<file path="src/rtl/pipe_pkg.sv">
// Shared definitions for the core's pipeline stage registers: NOP encoding,
// per-stage payload widths and the occupancy encoding of elastic_pipe_reg.
package pipe_pkg;

    localparam logic [31:0] NOP_INSTR = 32'h0;

    // Stage payload widths
    localparam int IFID_W  = 64;
    localparam int IDEX_W  = 160;
    localparam int EXMEM_W = 106;
    localparam int MEMWB_W = 71;

    localparam logic [1:0] OCC_EMPTY = 2'd0;
    localparam logic [1:0] OCC_HALF  = 2'd1;
    localparam logic [1:0] OCC_FULL  = 2'd2;

    // Encoded to match occupancy so the state doubles as the entry count.
    typedef enum logic [1:0] {
        ST_EMPTY = OCC_EMPTY,
        ST_HALF  = OCC_HALF,
        ST_FULL  = OCC_FULL
    } pipe_state_e;

endpackage

</file>
<file path="src/rtl/sat_counter.sv">
// Saturating up-counter with synchronous clear and async active-low reset;
// holds at all-ones instead of wrapping.
module sat_counter #(
    parameter int CNT_W = 16
) (
    input  logic             clk,
    input  logic             rst,
    input  logic             inc,
    input  logic             clr,
    output logic [CNT_W-1:0] cnt
);

    always_ff @(posedge clk or negedge rst) begin
        if (!rst) begin
            cnt <= '0;
        end else if (clr) begin
            cnt <= '0;
        end else if (inc && (cnt != '1)) begin
            cnt <= cnt + CNT_W'(1);
        end
    end

endmodule

</file>
<file path="src/rtl/elastic_pipe_reg.sv">
// Valid/ready pipeline stage register with optional two-entry skid buffer,
// synchronous flush and saturating stall/bubble performance counters.
module elastic_pipe_reg
    import pipe_pkg::*;
#(
    parameter int                 DATA_W    = 64,
    parameter logic [DATA_W-1:0]  RESET_VAL = '0,
    parameter int                 SKID      = 1,
    parameter int                 CNT_W     = 16
) (
    input  logic              clk,
    input  logic              rst,
    input  logic              in_valid,
    output logic              in_ready,
    input  logic [DATA_W-1:0] in_data,
    input  logic              flush,
    output logic              out_valid,
    input  logic              out_ready,
    output logic [DATA_W-1:0] out_data,
    output logic [1:0]        occupancy,
    output logic [CNT_W-1:0]  stall_cnt,
    output logic [CNT_W-1:0]  bubble_cnt
);

    // Handshake: a payload moves on a rising edge where valid and ready are
    // both high; the producer may drop valid without a transfer, and data is
    // only looked at on that transferring edge.

    if (SKID != 0) begin : g_skid
        pipe_state_e       state_q, state_d;
        logic [DATA_W-1:0] main_q, main_d, skid_q, skid_d;
        logic              accept, issue;

        // in_ready comes straight from the state register, cutting the
        // out_ready -> in_ready path between stages.
        assign in_ready  = (state_q != ST_FULL);
        assign out_valid = (state_q != ST_EMPTY);
        assign out_data  = main_q;
        assign occupancy = state_q;
        assign accept    = in_valid & in_ready;
        assign issue     = out_valid & out_ready;

        always_ff @(posedge clk or negedge rst) begin
            if (!rst) begin
                state_q <= ST_EMPTY;
                main_q  <= RESET_VAL;
                skid_q  <= RESET_VAL;
            end else begin
                state_q <= state_d;
                main_q  <= main_d;
                skid_q  <= skid_d;
            end
        end

        always_comb begin
            state_d = state_q;
            main_d  = main_q;
            skid_d  = skid_q;
            if (flush) begin
                state_d = ST_EMPTY;
                main_d  = RESET_VAL;
                skid_d  = RESET_VAL;
            end else begin
                case (state_q)
                    ST_EMPTY: begin
                        if (accept) begin
                            main_d  = in_data;
                            state_d = ST_HALF;
                        end
                    end
                    ST_HALF: begin
                        if (accept && issue) begin
                            main_d = in_data;
                        end else if (accept) begin
                            skid_d  = in_data;
                            state_d = ST_FULL;
                        end else if (issue) begin
                            main_d  = RESET_VAL;
                            state_d = ST_EMPTY;
                        end
                    end
                    ST_FULL: begin
                        if (issue) begin
                            main_d  = skid_q;
                            skid_d  = RESET_VAL;
                            state_d = ST_HALF;
                        end
                    end
                    default: begin
                        state_d = ST_EMPTY;
                        main_d  = RESET_VAL;
                        skid_d  = RESET_VAL;
                    end
                endcase
            end
        end
    end else begin : g_single
        pipe_state_e       state_q, state_d;
        logic [DATA_W-1:0] data_q, data_d;
        logic              accept, issue;

        // Ready looks through to out_ready so a held entry can be replaced
        // on the same edge it leaves.
        assign in_ready  = (state_q == ST_EMPTY) | out_ready;
        assign out_valid = (state_q == ST_HALF);
        assign out_data  = data_q;
        assign occupancy = state_q;
        assign accept    = in_valid & in_ready;
        assign issue     = out_valid & out_ready;

        always_ff @(posedge clk or negedge rst) begin
            if (!rst) begin
                state_q <= ST_EMPTY;
                data_q  <= RESET_VAL;
            end else begin
                state_q <= state_d;
                data_q  <= data_d;
            end
        end

        always_comb begin
            state_d = state_q;
            data_d  = data_q;
            if (flush) begin
                state_d = ST_EMPTY;
                data_d  = RESET_VAL;
            end else if (accept) begin
                state_d = ST_HALF;
                data_d  = in_data;
            end else if (issue) begin
                state_d = ST_EMPTY;
                data_d  = RESET_VAL;
            end else if (state_q == ST_FULL) begin
                state_d = ST_EMPTY;
                data_d  = RESET_VAL;
            end
        end
    end

    sat_counter #(.CNT_W(CNT_W)) u_stall_cnt (
        .clk (clk),
        .rst (rst),
        .inc (out_valid & ~out_ready),
        .clr (1'b0),
        .cnt (stall_cnt)
    );

    sat_counter #(.CNT_W(CNT_W)) u_bubble_cnt (
        .clk (clk),
        .rst (rst),
        .inc (~out_valid & out_ready),
        .clr (1'b0),
        .cnt (bubble_cnt)
    );

endmodule

</file>
<file path="config.mk">
export PLATFORM = sky130hd
export DESIGN_NAME = elastic_pipe_reg
export DESIGN_NICKNAME = d
export VERILOG_FILES = /design/src/rtl/pipe_pkg.sv /design/src/rtl/sat_counter.sv /design/src/rtl/elastic_pipe_reg.sv
export SDC_FILE = /design/constraint.sdc
export NUM_CORES = 1
export LEC_CHECK = 0
export ABC_AREA = 1
export CORE_UTILIZATION = 48
export CTS_CLUSTER_SIZE = 25
export DETAILED_ROUTE_END_ITERATION = 8
export GPL_ROUTABILITY_DRIVEN = 0
export GPL_TIMING_DRIVEN = 0
export PLACE_DENSITY = 0.76
export SLEW_MARGIN = 20
export SYNTH_ARGS = -nofsm -noshare
export SYNTH_HDL_FRONTEND = slang
export SYNTH_SLANG_ARGS = --single-unit
</file>
<file path="constraint.sdc">
create_clock -name clk -period 4.3 [get_ports clk]
set_clock_uncertainty 0.05 [all_clocks]
set_input_delay 0.645 -clock clk [delete_from_list [all_inputs] [get_ports clk]]
set_output_delay 0.645 -clock clk [all_outputs]
set_load 0.1 [all_outputs]
</file>
==> out/qor.yml <==
cts:
  postCtsSetupRepairBufs: 0
  post_cts_resized: 0
  clkTransAtPathRegs_ns: 0.07
  cts_root_buf: "clkbuf_16"
  hold_buffers: 0
  cts_sinks: 162
  numCtsBuffers: 17
  cts_tree: "yes"
  cts_buffer_depth: 2
  htree_num_levels: 4
  insertion_delay_ns: 0.43
cells_and_area:
  postLayoutCoreUtil_pct: 65.9
  fin_cells: 1490
  nFillCells: 1430
  n_antenna_cell: 0
  drive_gt1_share_pct: 6.67
  final_nets: 1332
  fin_area_mm2: 0.0105
  area_delta_synth_final_pct: 32.9
die:
  rows: 46
  core_mm2: 0.0160
  dieHeight_um: 131
  start_util_pct: 49.6
  die_area_mm2: 0.0170
  die_x_um: 131
  io_pins: 169
route:
  wl_um: 21500
  avgViaCountPerCell: 5.13
  drc: 0
  via_count: 7638
  dr.first_iter.drc_count: 679
  antenna_left: 0
  dr.pass1.iters: 5
  wire_per_inst_um: 14.4
worst_setup_path:
  crit_path_end: "in_ready"
  r2r-end: "u_stall_cnt.cnt[3]$_DFFE_PN0P_"
  startpoint: "occupancy[1]$_DFFE_PN0P_"
  rr_worst_depth: 9
  cp-end-kind: "output pin"
  crit_type: "reg2out"
  r2r-start: "u_stall_cnt.cnt[0]$_DFFE_PN0P_"
  start_kind: "flip-flop"
  worstPathRequired_ns: 3.61
  cp.arrival_ns: 2.78
  worstPathMaxFanout: 10
  r2r_slack_ns: 2.28
logic_synthesis:
  ys.flop_type: "dfrtp_1"
  synth.distinct_cells: 25
  synth-seq-cells: 162
  yosysTopAreaCellShare_pct: 51.1
  yosys_warnings: 0
  ys_top_cells_by_area: "dfrtp_1 51%, nand2_1 27%, nand3_1 6.0%, o21ai_1 3.8%, buf_2 2.3%"
  synth_common_cells: "563 x nand2_1, 162 x dfrtp_1, 95 x nand3_1"
  yosysSeqAreaShare_pct: 51.1
  synth_top_area_cell: "dfrtp_1"
  synth-async-reset-ratio_pct: 100
  syn_avg_cell_area_um2: 7.39
  synth_most_common_cell: "nand2_1"
  synth_edf_count: 0
  syn_nets: 1144
  syn_area_mm2: 0.00793
  netlist_instances: 1073
global_routing:
  antenna_found_initial: 0
  grt_start_max_net_pins: 91
  grt.overflow.total: 0
  use_met1_pct: 37.1
  grt_pass1_vias: 6960
  grt_use_met3_pct: 4.80
  grt-busiest-layer: "met2"
  grt_use_total_pct: 26.2
  grt_pass1_wl_um: 34600
  use_met2_pct: 40.0
sta:
  timing.hold.ws_ns: 0.0991
  tightest_slew_ns: 1.03
  setup_tns_ns: 0
  rsz0062_at_grt: "no"
  min_period_ns: 3.47
  max_freq_mhz: 288
  finalWorstSetupSlack_ns: 0.827
  setup-violations-final: 0
  slew_violations: 0
  period_share_pct: 80.8
  slew_headroom_pct: 31.3
  final-hold-violation-count: 0
placement:
  port-buffer-count: 168
  place_area_mm2: 0.00992
  dpl_worst_slack_ns: 1.30
  place_hpwl_um: 14900
  dp_cells: 1458
power_and_ir_drop:
  p_leak_nw: 5.11
  total_power_mw: 6.23
  powerDensity_mw_per_mm2: 591
  ir_worst_vdd_v: 0.000394
job:
  max_cap_violations: 0
min_path:
  hp-class: "in2async"
status:
  run_status: "finished clean"
-- placed cells by master (no fill, tap or decap), types with 4 or more instances in the layout --
master and n:
buf_1 5, buf_2 36, buf_4 5, clkbuf_1 12, clkbuf_16 17, clkdlybuf4s50_1 167
dfrtp_1 162, inv_1 32, inv_6 4, nand2_1 563, nand3_1 95, nand4_1 7
nor2_1 38, o21ai_0 25, o21ai_1 61, xor2_1 15
-- worst max-delay path, stage by stage (launching register included) --
cell             delay [ns]
dfrtp_1                0.45
inv_2                  0.10
nor2_1                 0.21
buf_2                  0.28
buf_2                  0.28
inv_1                  0.07
clkdlybuf4s50_1        0.97
-- worst min-delay path by stage --
| stage | from | to | slack, ns | cells after the start |
|---|---|---|---|---|
| final | rst | u_stall_cnt.cnt[1]$_DFFE_PN0P_ | 0.1 | 1 |
| after global routing | rst | u_stall_cnt.cnt[3]$_DFFE_PN0P_ | 0.16 | 1 |
| after CTS | rst | u_stall_cnt.cnt[1]$_DFFE_PN0P_ | 0.14 | 1 |
| after detailed placement | out_data[48]$_DFFE_PN0P_ | out_data[48]$_DFFE_PN0P_ | 0.41 | 2 |
| after global placement | out_data[59]$_DFFE_PN0P_ | out_data[59]$_DFFE_PN0P_ | 0.41 | 2 |
| after floorplan | rst | g_skid.skid_q[0]$_DFFE_PN0P_ | 0.30 | 0 |
-- state kept, by name, indices dropped and copies added, names as in the netlist --
name and cells:
u_bubble_cnt.cnt 16, out_data 64, u_stall_cnt.cnt 16, g_skid.skid_q 64, occupancy 2
-- kinds of logic after synthesis --
| kind of cell | count (synthesis) | synth area share (%) |
|---|---|---|
| simple gates | 712 | 35.9 |
| flops | 162 | 51.1 |
| buf+inv | 92 | 5.16 |
| compound gates | 90 | 5.84 |
| xor+xnor | 15 | 1.66 |
| fa+ha+maj | 2 | 0.315 |
-- where the power goes --
part | switching [mW] | total (mW) | internal, mW
logic | 2.04 | 2.65 | 0.609
clock network | 0.650 | 1.60 | 0.955
registers | 0.207 | 1.97 | 1.76
-- routing by layer --
metal / share of wire [%] / vias to the layer above / wire [um]
met1: 46 / 3565 / 9850
met5: 0 / - / 0
met3: 6.0 / 45 / 1280
met2: 46 / 268 / 9790
met4: 2.6 / 0 / 554
li1: - / 3760 / -
-- area by class of cell --
cell class / instances / area [um2] / share of cell area, %
flip-flops and latches: 162 / 4050 / 38.5
clock inverters: 13 / 174 / 1.65
plain buffers: 58 / 282 / 2.67
repair buffers: 169 / 1710 / 16.3
clock buffers: 19 / 453 / 4.30
multi-input cells: 819 / 3470 / 32.9
well taps: 216 / 270 / 2.56
inverters: 34 / 128 / 1.21
No activity file was read; power rests on OpenSTA's default activity.
